$ cat src/rtl/cella_array_ctrl_if.sv
// Command / response handshake bundle between a requester and the CELLA
// array sequencer. The requester side is "master", the sequencer is "slave".
interface cella_array_ctrl_if;
  logic       cmd_valid;
  logic       cmd_ready;
  logic [1:0] cmd_op;
  logic [1:0] cmd_addr;
  logic [3:0] cmd_data;
  logic       rsp_valid;
  logic       rsp_ready;
  logic [3:0] rsp_data;

  modport master (
    output cmd_valid, cmd_op, cmd_addr, cmd_data, rsp_ready,
    input  cmd_ready, rsp_valid, rsp_data
  );

  modport slave (
    input  cmd_valid, cmd_op, cmd_addr, cmd_data, rsp_ready,
    output cmd_ready, rsp_valid, rsp_data
  );
endinterface

$ cat src/rtl/cella_array_ctrl.sv
// Operation sequencer feeding the CELLA row decoder. Runs each accepted
// command through precharge then evaluation, captures the sense-amp result
// at the end of evaluation and hands it back over the response handshake.
// Every decoder-facing output and the response are driven straight from flops.
module cella_array_ctrl #(
  parameter int PRE_CYCLES  = 1,
  parameter int EVAL_CYCLES = 2
) (
  input  logic               clk,
  input  logic               rst_n,
  cella_array_ctrl_if.slave  bus,
  input  logic [3:0]         sa_out,
  output logic               cs,
  output logic               w_en,
  output logic               MAC_en,
  output logic               read_bar,
  output logic [1:0]         addr,
  output logic [3:0]         data,
  output logic               preb_en,
  output logic               busy
);

  localparam int CNT_MAX = (PRE_CYCLES > EVAL_CYCLES) ? PRE_CYCLES : EVAL_CYCLES;
  localparam int CNT_W   = (CNT_MAX > 1) ? $clog2(CNT_MAX) : 1;

  typedef enum logic [1:0] {
    S_IDLE,
    S_PRE,
    S_EVAL,
    S_RESP
  } state_e;

  typedef enum logic [1:0] {
    OP_WRITE   = 2'b00,
    OP_SEARCH  = 2'b01,
    OP_MAC     = 2'b10,
    OP_MAC_BAR = 2'b11
  } op_e;

  state_e           state_q, state_d;
  op_e              op_q, op_d;
  logic [CNT_W-1:0] cnt_q, cnt_d;
  logic             cs_q, cs_d;
  logic             w_en_q, w_en_d;
  logic             mac_en_q, mac_en_d;
  logic             read_bar_q, read_bar_d;
  logic [1:0]       addr_q, addr_d;
  logic [3:0]       data_q, data_d;
  logic             preb_en_q, preb_en_d;
  logic             cmd_ready_q, cmd_ready_d;
  logic             rsp_valid_q, rsp_valid_d;
  logic [3:0]       rsp_data_q, rsp_data_d;

  // Next-state and next-output logic; every flop holds unless a phase changes it.
  always_comb begin
    state_d     = state_q;
    op_d        = op_q;
    cnt_d       = cnt_q;
    cs_d        = cs_q;
    w_en_d      = w_en_q;
    mac_en_d    = mac_en_q;
    read_bar_d  = read_bar_q;
    addr_d      = addr_q;
    data_d      = data_q;
    preb_en_d   = preb_en_q;
    cmd_ready_d = cmd_ready_q;
    rsp_valid_d = rsp_valid_q;
    rsp_data_d  = rsp_data_q;

    case (state_q)
      S_IDLE: begin
        cmd_ready_d = 1'b1;
        if (bus.cmd_valid && cmd_ready_q) begin
          op_d        = op_e'(bus.cmd_op);
          addr_d      = bus.cmd_addr;
          data_d      = bus.cmd_data;
          cs_d        = 1'b1;
          w_en_d      = (op_e'(bus.cmd_op) == OP_WRITE);
          mac_en_d    = (op_e'(bus.cmd_op) == OP_MAC) || (op_e'(bus.cmd_op) == OP_MAC_BAR);
          read_bar_d  = (op_e'(bus.cmd_op) == OP_MAC_BAR);
          preb_en_d   = 1'b0;
          cnt_d       = CNT_W'(PRE_CYCLES - 1);
          cmd_ready_d = 1'b0;
          state_d     = S_PRE;
        end
      end
      S_PRE: begin
        if (cnt_q == '0) begin
          cnt_d     = CNT_W'(EVAL_CYCLES - 1);
          preb_en_d = 1'b1;
          state_d   = S_EVAL;
        end else begin
          cnt_d = cnt_q - CNT_W'(1);
        end
      end
      S_EVAL: begin
        if (cnt_q == '0) begin
          rsp_data_d  = (op_q == OP_WRITE) ? 4'b0000 : sa_out;
          rsp_valid_d = 1'b1;
          cs_d        = 1'b0;
          preb_en_d   = 1'b0;
          w_en_d      = 1'b0;
          mac_en_d    = 1'b0;
          read_bar_d  = 1'b0;
          state_d     = S_RESP;
        end else begin
          cnt_d = cnt_q - CNT_W'(1);
        end
      end
      S_RESP: begin
        if (bus.rsp_ready) begin
          rsp_valid_d = 1'b0;
          cmd_ready_d = 1'b1;
          state_d     = S_IDLE;
        end
      end
      default: begin
        state_d = S_IDLE;
      end
    endcase
  end

  // State and output registers; reset clears everything, including cmd_ready.
  always_ff @(posedge clk or negedge rst_n) begin
    if (!rst_n) begin
      state_q     <= S_IDLE;
      op_q        <= OP_WRITE;
      cnt_q       <= '0;
      cs_q        <= 1'b0;
      w_en_q      <= 1'b0;
      mac_en_q    <= 1'b0;
      read_bar_q  <= 1'b0;
      addr_q      <= 2'b00;
      data_q      <= 4'b0000;
      preb_en_q   <= 1'b0;
      cmd_ready_q <= 1'b0;
      rsp_valid_q <= 1'b0;
      rsp_data_q  <= 4'b0000;
    end else begin
      state_q     <= state_d;
      op_q        <= op_d;
      cnt_q       <= cnt_d;
      cs_q        <= cs_d;
      w_en_q      <= w_en_d;
      mac_en_q    <= mac_en_d;
      read_bar_q  <= read_bar_d;
      addr_q      <= addr_d;
      data_q      <= data_d;
      preb_en_q   <= preb_en_d;
      cmd_ready_q <= cmd_ready_d;
      rsp_valid_q <= rsp_valid_d;
      rsp_data_q  <= rsp_data_d;
    end
  end

  assign cs            = cs_q;
  assign w_en          = w_en_q;
  assign MAC_en        = mac_en_q;
  assign read_bar      = read_bar_q;
  assign addr          = addr_q;
  assign data          = data_q;
  assign preb_en       = preb_en_q;
  assign busy          = (state_q != S_IDLE);
  assign bus.cmd_ready = cmd_ready_q;
  assign bus.rsp_valid = rsp_valid_q;
  assign bus.rsp_data  = rsp_data_q;

endmodule

$ cat src/flat_wrapper.sv
// flat-port wrapper written by rule: the top's interface ports become plain ports
module cella_array_ctrl_flat 
#(
  parameter int PRE_CYCLES  = 1,
  parameter int EVAL_CYCLES = 2
)
  (clk, rst_n, sa_out, cs, w_en, MAC_en, read_bar, addr, data, preb_en, busy, bus_cmd_valid, bus_cmd_op, bus_cmd_addr, bus_cmd_data, bus_rsp_ready, bus_cmd_ready, bus_rsp_valid, bus_rsp_data);
  cella_array_ctrl_if bus_i ();
  input  logic clk;
  input  logic rst_n;
  input  logic [3:0] sa_out;
  output logic cs;
  output logic w_en;
  output logic MAC_en;
  output logic read_bar;
  output logic [1:0] addr;
  output logic [3:0] data;
  output logic preb_en;
  output logic busy;
  input wire logic [$bits(bus_i.cmd_valid)-1:0] bus_cmd_valid;
  input wire logic [$bits(bus_i.cmd_op)-1:0] bus_cmd_op;
  input wire logic [$bits(bus_i.cmd_addr)-1:0] bus_cmd_addr;
  input wire logic [$bits(bus_i.cmd_data)-1:0] bus_cmd_data;
  input wire logic [$bits(bus_i.rsp_ready)-1:0] bus_rsp_ready;
  output wire logic [$bits(bus_i.cmd_ready)-1:0] bus_cmd_ready;
  output wire logic [$bits(bus_i.rsp_valid)-1:0] bus_rsp_valid;
  output wire logic [$bits(bus_i.rsp_data)-1:0] bus_rsp_data;
  assign bus_i.cmd_valid = bus_cmd_valid;
  assign bus_i.cmd_op = bus_cmd_op;
  assign bus_i.cmd_addr = bus_cmd_addr;
  assign bus_i.cmd_data = bus_cmd_data;
  assign bus_i.rsp_ready = bus_rsp_ready;
  assign bus_cmd_ready = bus_i.cmd_ready;
  assign bus_rsp_valid = bus_i.rsp_valid;
  assign bus_rsp_data = bus_i.rsp_data;
  cella_array_ctrl #(.PRE_CYCLES(PRE_CYCLES), .EVAL_CYCLES(EVAL_CYCLES)) u_core (.clk(clk), .rst_n(rst_n), .bus(bus_i), .sa_out(sa_out), .cs(cs), .w_en(w_en), .MAC_en(MAC_en), .read_bar(read_bar), .addr(addr), .data(data), .preb_en(preb_en), .busy(busy));
endmodule
$ cat config.mk
export PLATFORM = sky130hd
export DESIGN_NAME = cella_array_ctrl_flat
export DESIGN_NICKNAME = d
export VERILOG_FILES = /design/src/rtl/cella_array_ctrl_if.sv /design/src/rtl/cella_array_ctrl.sv /design/src/flat_wrapper.sv
export SDC_FILE = /design/constraint.sdc
export NUM_CORES = 1
export LEC_CHECK = 0
export BUFFER_PORTS_ARGS = -buffer_cell sky130_fd_sc_hd__buf_2
export CAP_MARGIN = 20
export CORE_MARGIN = 5
export CORE_UTILIZATION = 46
export CTS_BUF_LIST = sky130_fd_sc_hd__clkbuf_4
export DETAILED_ROUTE_END_ITERATION = 6
export PLACE_DENSITY = 0.77
export SYNTH_ARGS = -nofsm -noshare
export SYNTH_HDL_FRONTEND = slang
export SYNTH_SLANG_ARGS = --single-unit
$ cat constraint.sdc
create_clock -name clk -period 1.8 [get_ports clk]
set_input_delay 0.09 -clock clk [delete_from_list [all_inputs] [get_ports clk]]
set_output_delay 0.09 -clock clk [all_outputs]
set_load 0.03 [all_outputs]
==> flow_summary.json, run 1 <==
{
  "max_cap_viol_count": 0,
  "clock-root-buffer": "clkbuf_4",
  "powerDensity_mw_per_mm2": 1920,
  "fill_cells": 199,
  "num_vias": 760,
  "slew_viol_final": 0,
  "cpPeakStageDelay_ns": 0.43,
  "fin_worst_skew_ns": 0.00463,
  "ir_drop_v": 0.00103,
  "hold_viol": 0,
  "top_layer_used": "met4",
  "worst-setup-path-type": "flip-flop to flip-flop",
  "grt_pass1_vias": 782,
  "grt_max_degree": 23,
  "power_leakage_nw": 0.683,
  "htree_num_levels": 1,
  "finalCritPeriodShare_pct": 94.3,
  "cp-start-kind": "flip-flop",
  "grt_first_pass_wirelength_mm": 3.55,
  "report.power.total_w": 0.00261,
  "met2_length_mm": 1.14,
  "rsz0062_at_grt": "false",
  "place_inst": 143,
  "hpwl_mm": 1.65,
  "syn_area_per_cell_um2": 12.9,
  "seq_area_um2": 552,
  "vias_per_cell": 4.90,
  "synth_cell_types": 25,
  "dr.pass1.iters": 3,
  "syn_nets": 102,
  "wl_per_cell_um": 14.0,
  "nets": 151,
  "critical_path_buf_inv_count": 1,
  "slew_headroom_pct": 68.1,
  "die-area_mm2": 0.00326,
  "port_buffers": 33,
  "clock_latency_ns": 0.30,
  "worst_ep_arrival_time_ns": 1.89,
  "finalSetupViolCount": 0,
  "cp_top_family": "compound AO/OA/AOI/OAI gates",
  "yosys_warnings": 0,
  "swShare_pct": 44.3,
  "drt_wl_total_mm": 2.17,
  "grt_usage_pct": 13.8,
  "max_slew.worst_pin.slew_ns": 0.478,
  "cts_setup_buffers": 0,
  "numCtsBuffers": 3,
  "met3WireLength_um": 103,
  "area_growth_pct": 32.9,
  "status": "complete, no violations",
  "clock-sinks": 22,
  "drcViolationCount": 0,
  "initial_core_util_pct": 47.1,
  "worstHoldPathType": "primary input to flip-flop",
  "ant_nets": 0,
  "cts_tree": "yes",
  "instances_no_fill": 155,
  "multiInputGateArea_um2": 452,
  "clkTransAtPathRegs_ns": 0.12,
  "drive_above_1_share_pct": 45.7,
  "setup_tns_ns": 0,
  "setup.worst_path.end_class": "flip-flop",
  "gr-total-overflow": 0,
  "p_int_w": 0.00146,
  "slowest_stage": "dfrtp_2",
  "seq_power_share_pct": 33.3,
  "ios": 34,
  "clockBufferDepth": 2,
  "p_clk_share_pct": 8.4,
  "fmax_ghz": 0.589,
  "die_w_um": 57.1,
  "required_ns": 1.99,
  "crit_chain": "inv_1 > ha_1 > a21boi_2 > a211oi_4 > mux2_2",
  "placementRows": 17,
  "p_switching_w": 0.00116,
  "utilization_pct": 62.6,
  "diodes": 0,
  "core_area_mm2": 0.00217,
  "synth_seq_cells": 22,
  "syn_area_mm2": 0.00102,
  "dieHeight_um": 57.1,
  "antenna_found_initial": 0,
  "gp_congestion": 0.753,
  "finalCriticalPeriod_ns": 1.70,
  "combPwrFrac_pct": 58.3,
  "postSynthCellCount": 79,
  "seq_area_frac_synth_pct": 53.9,
  "crit_fanout": 5,
  "drt-initial-drc-count": 10,
  "route.layer.met1.wl_um": 914
}
==> final timing paths <==
path                            slack, ns                    from                endpoint  depth (start not counted)
worst min register to register       0.51  u_core.bus.rsp_data[0]  u_core.bus.rsp_data[0]                          1
worst max-delay path                 0.10       u_core.state_q[1]         u_core.read_bar                          5
max in group asynchronous            1.18                   rst_n       u_core.state_q[1]                          2
worst max register to register       0.10       u_core.state_q[1]         u_core.read_bar                          5
worst min-delay path                 0.02         bus_cmd_data[1]          u_core.data[1]                          2
min in group asynchronous            0.27                   rst_n             u_core.w_en                          2
==> flip-flops by register name (all words and copies together), names as in the netlist, 2 cells and up <==
register             cells
u_core.state_q           2
u_core.op_q              2
u_core.data              4
u_core.bus.rsp_data      4
u_core.addr              2
==> area by class of cell <==
class,count,share of cell area [%]
Clock buffer,3,1.66
Clock inverter,1,0.276
Inverter,5,1.38
Multi-Input combinational cell,51,33.2
Sequential cell,22,40.6
Tap cell,28,2.58
Timing Repair Buffer,45,20.3
==> cells in the mapped netlist (all sizes together) <==
| library cell | n | area (µm²) |
|---|---|---|
| inv | 5 | 18.8 |
| a211oi | 1 | 12.5 |
| o21a | 1 | 7.51 |
| a22o | 4 | 35.0 |
| a31oi | 1 | 6.26 |
| dfrtp | 22 | 551 |
| nor2b | 1 | 6.26 |
| o22ai | 1 | 6.26 |
| mux2i | 1 | 10.0 |
| a211o | 1 | 8.76 |
| nor3 | 2 | 10.0 |
| nand2b | 1 | 6.26 |
| nand2 | 3 | 11.3 |
| o22a | 1 | 8.76 |
| o21ai | 1 | 5.00 |
| and2 | 1 | 6.26 |
| a21boi | 1 | 11.3 |
| buf | 1 | 11.3 |
| mux2 | 14 | 161 |
| or4 | 1 | 7.51 |
| nand3 | 1 | 5.00 |
| nor2 | 5 | 18.8 |
| ha | 7 | 87.6 |
| a21oi | 2 | 10.0 |
==> kinds of logic (layout without fill, tap and decap cells) <==
group                    Yosys count  in the layout  synth area share, %
AO/OA/AOI/OAI                     14             14                 10.9
adder cells (fa/ha/maj)            7              7                 8.57
buffers and inverters              6             54                 2.94
flip-flops                        22             22                 53.9
multiplexers                      15             15                 16.8
AND/OR/NAND/NOR                   15             15                 6.98
==> repair_timing <==
item | in CTS | in global routing
hold endpoints to repair | 26 | 3
setup endpoints to repair | 3 | 8
gates resized for setup | 1 | 2
hold buffers | 5 | 3
==> cells in the final DEF, fill, tap and decap left out, types with 2 or more instances in the layout <==
cell / synthesis / routed
dlygate4sd3_1: 0 / 8
clkbuf_4: 0 / 3
inv_1: 5 / 5
buf_4: 0 / 4
ha_1: 7 / 6
mux2_2: 13 / 13
dfrtp_1: 22 / 21
a22o_1: 4 / 4
nor3_1: 2 / 2
nor2_1: 5 / 5
nand2_1: 3 / 3
buf_2: 0 / 33
a21oi_1: 2 / 2
==> per-layer routing <==
| metal | global-route usage (%) | vias up |
|---|---|---|
| li1 | - | 373 |
| met1 | 16.4 | 370 |
| met2 | 24.0 | 15 |
| met3 | 2.71 | 2 |
| met4 | 5.96 | 0 |
| met5 | 0 | - |
==> metrics by stage <==
step	instance area [µm²]	setup WS, ns	hold WS (ns)
floorplan	1020	0.0771	-0.206
global placement	1240	0.125	0.0751
finish	1360	0.103	0.0245
CTS	1330	0.0254	0.00861
detailed placement	1240	0.00620	0.0816
global route	1360	0.0266	0.00413
==> worst register-to-register path: cells and delay by family, from the launching register on <==
family	cells	cell delay, ns
compound gates	2	0.50
fa+ha+maj	1	0.20
buf+inv	1	0.10
flops	1	0.43
mux	1	0.37
==> power by group through the flow <==
stage | registers [W] | clock network, W | logic, W
after CTS | 0.000865 | 0.000235 | 0.00154
after detailed placement | 0.000874 | 0 | 0.00150
after global routing | 0.000905 | 0.000262 | 0.00164
after global placement | 0.000857 | 0 | 0.00144
after floorplan | 0.00121 | 0 | 0.000737
final | 0.000870 | 0.000221 | 0.00152
No activity file was read; power rests on OpenSTA's default activity.
==> run 2, diff against run 1 <==
--- a/config.mk
+++ b/config.mk
@@ -5,11 +5,13 @@
 export SDC_FILE = /design/constraint.sdc
 export NUM_CORES = 1
 export LEC_CHECK = 0
+export ABC_AREA = 1
 export BUFFER_PORTS_ARGS = -buffer_cell sky130_fd_sc_hd__buf_2
 export CAP_MARGIN = 20
 export CORE_MARGIN = 5
-export CORE_UTILIZATION = 46
+export CORE_UTILIZATION = 47
 export CTS_BUF_LIST = sky130_fd_sc_hd__clkbuf_4
+export CTS_CLUSTER_SIZE = 8
 export DETAILED_ROUTE_END_ITERATION = 6
 export PLACE_DENSITY = 0.77
 export SYNTH_ARGS = -nofsm -noshare
==> constraint.sdc (replaced) <==
create_clock -name clk -period 1.8 [get_ports clk]
set_input_delay 0 -clock clk [delete_from_list [all_inputs] [get_ports clk]]
set_output_delay 0 -clock clk [all_outputs]
set_load 0.03 [all_outputs]
==> run 2 against run 1 <==
  * Cell count up 31%
  * Clock power is 3% higher
  * Sequential power shrank 2%
  * Global-route usage increased by 2.2 points
  * Die area grew 2.2%
  * Sequential share of layout area shrank 2.1 points
  * Worst setup slack better by 0.16 ns
  * Wire length rose by 12%
  * Via count up 31%
  * Synthesized area increased by 4.9%
  * First-iteration DRC count rose to 3.3 times the previous value
  * Flip-flop and latch count unchanged
==> flow_summary.json, run 2 <==
{
  "drive_above_1_share_pct": 26.9,
  "final_cell_mix": "nand2_1 (56), buf_2 (33), dfrtp_1 (22), dlygate4sd3_1 (13), nand3_1 (9)",
  "numCtsBuffers": 3,
  "port_buffers": 33,
  "cp-start-kind": "flip-flop",
  "syn_nets": 148,
  "initial_core_util_pct": 48.9,
  "required_ns": 2.00,
  "power_leakage_nw": 0.818,
  "syn_area_per_cell_um2": 8.58,
  "htree_num_levels": 1,
  "clock-root-buffer": "clkbuf_4",
  "crit_fanout": 7,
  "grt_max_degree": 23,
  "yosysTopAreaCell": "dfrtp_1",
  "drcViolationCount": 0,
  "synthTopCellsByArea": "dfrtp_1 (51%), nand2_1 (20%), ha_1 (8.2%), nand3_1 (4.2%), inv_1 (2.8%)",
  "vias_per_cell": 4.91,
  "antenna_found_initial": 0,
  "core_area_mm2": 0.00219,
  "setup.worst_path.end_class": "flip-flop",
  "placementRows": 17,
  "max_slew.worst_pin.slew_ns": 0.481,
  "met2_length_mm": 1.23,
  "postSynthCellCount": 125,
  "worst-setup-path-type": "flip-flop to flip-flop",
  "die-area_mm2": 0.00334,
  "slowest_stage": "dfrtp_1",
  "final_common_cell": "nand2_1",
  "route.layer.met1.wl_um": 975,
  "fmax_ghz": 0.653,
  "ios": 34,
  "dr.pass1.iters": 4,
  "synth_common_cells": "nand2_1 (56), dfrtp_1 (22), nand3_1 (9), inv_1 (8), ha_1 (7)",
  "pre_cts_ws_ns": 0.297,
  "synth_seq_cells": 22,
  "clock-sinks": 22,
  "synth_ff_type": "dfrtp_1",
  "slew_viol_final": 0,
  "grt_usage_pct": 16.0,
  "yosysMostFrequentCell": "nand2_1",
  "slew_headroom_pct": 68.0,
  "status": "complete, no violations",
  "cts_setup_buffers": 0,
  "met3WireLength_um": 166,
  "synth_edf_count": 0,
  "grt_first_pass_wirelength_mm": 4.17,
  "ant_nets": 0,
  "nets": 199,
  "area_growth_pct": 33.3,
  "max_cap_viol_count": 0,
  "gr-total-overflow": 0,
  "worstHoldPathType": "primary input to flip-flop",
  "clkTransAtPathRegs_ns": 0.12,
  "hpwl_mm": 1.78,
  "dieHeight_um": 57.8,
  "drt_wl_total_mm": 2.42,
  "finalCriticalPeriod_ns": 1.53,
  "crit_chain": "inv_1 > ha_1 > nand2_4 > o21ai_2 > nand2_4 > nand2_1 > nand2_1",
  "ir_drop_v": 0.000916,
  "grt_pass1_vias": 971,
  "fin_ws_ns": 0.268,
  "wl_per_cell_um": 11.9,
  "hold_viol": 0,
  "gp_congestion": 0.878,
  "cts_tree": "yes",
  "ctsHoldBuffers": 13,
  "post_cts_resized": 0,
  "die_w_um": 57.8,
  "diodes": 0,
  "powerDensity_mw_per_mm2": 1830,
  "yosys_warnings": 0,
  "clock_latency_ns": 0.31,
  "rsz0062_at_grt": "false",
  "top_layer_used": "met4",
  "syn_area_mm2": 0.00107,
  "finalCritPeriodShare_pct": 85.1,
  "critical_path_buf_inv_count": 1,
  "seq_area_frac_synth_pct": 51.3,
  "drt-initial-drc-count": 33,
  "cpPeakStageDelay_ns": 0.46,
  "synth_top_area_share_pct": 51.3,
  "finalSetupViolCount": 0,
  "clockBufferDepth": 2,
  "synth_cell_types": 17,
  "async_flop_share_pct": 100,
  "worst_ep_arrival_time_ns": 1.73,
  "cp_top_family": "flip-flops",
  "setup_tns_ns": 0,
  "utilization_pct": 65.2,
  "num_vias": 997,
  "fin_worst_skew_ns": 0.00314
}
-- run 2: changes by cell type in the layout (fill, tap and decap cells not counted), sizes merged, moves of 4 or more --
cell         previous run  this run
a22o                    4         0
buf                    37        33
dlygate4sd3             8        13
inv                     5        12
mux2                   14         0
nand2                   3        59
nand3                   1         9
o21ai                   1         6
-- run 2: worst reg2reg max path, cell delays in order, from the launching register on --
cell	delay, ns
dfrtp_1	0.46
inv_1	0.13
ha_1	0.35
nand2_4	0.13
o21ai_2	0.14
nand2_4	0.08
nand2_1	0.08
nand2_1	0.06
-- run 2: worst paths after layout --
path	from	to	cells after the start	slack (ns)
max	u_core.state_q[0]	u_core.MAC_en	7	0.27
min	bus_rsp_ready	u_core.bus.cmd_ready	5	0.06
max reg2reg	u_core.state_q[0]	u_core.MAC_en	7	0.27
min reg2reg	u_core.bus.rsp_valid	u_core.bus.rsp_valid	2	0.48
max in group asynchronous	rst_n	u_core.preb_en	2	1.31
min in group asynchronous	rst_n	u_core.bus.rsp_data[0]	2	0.16
-- run 2: area by class of cell --
cell class                 count  area [µm²]
multi-input combinational     91         477
tap                           28        35.0
inverter                      12        45.0
sequential                    22         551
fill                         184         762
clock inverter                 1        3.75
timing repair buffer          46         295
clock buffer                   3        22.5
-- run 2: per-layer routing --
layer,track usage (%),vias up
met3,2.45,7
met2,28.7,34
li1,-,491
met1,18.7,465
met4,6.95,0
met5,0,-
-- run 2: per-stage QoR --
step	instance area [µm²]	cells	total power, W	hold WS [ns]
finish	1430	203	0.00261	0.0617
global placement	1270	186	0.00232	-0.0176
CTS	1430	203	0.00264	0.0593
floorplan	1070	125	0.00198	-0.296
detailed placement	1270	186	0.00238	-0.0102
global route	1430	203	0.00286	0.121
-- run 2: power by group --
group	internal, W	total (W)	switching [W]
Sequential	0.000722	0.000856	0.000134
Clock	0.0000810	0.000227	0.000146
Combinational	0.000484	0.00153	0.00105
-- run 2: kinds of logic (layout without fill, tap and decap cells) --
family,count (synthesis),in the layout,synth area share [%]
adder cells (fa/ha/maj),7,7,8.17
flip-flops,22,22,51.3
buffers and inverters,12,62,4.20
AO/OA/AOI/OAI,7,7,4.20
AND/OR/NAND/NOR,77,77,32.1
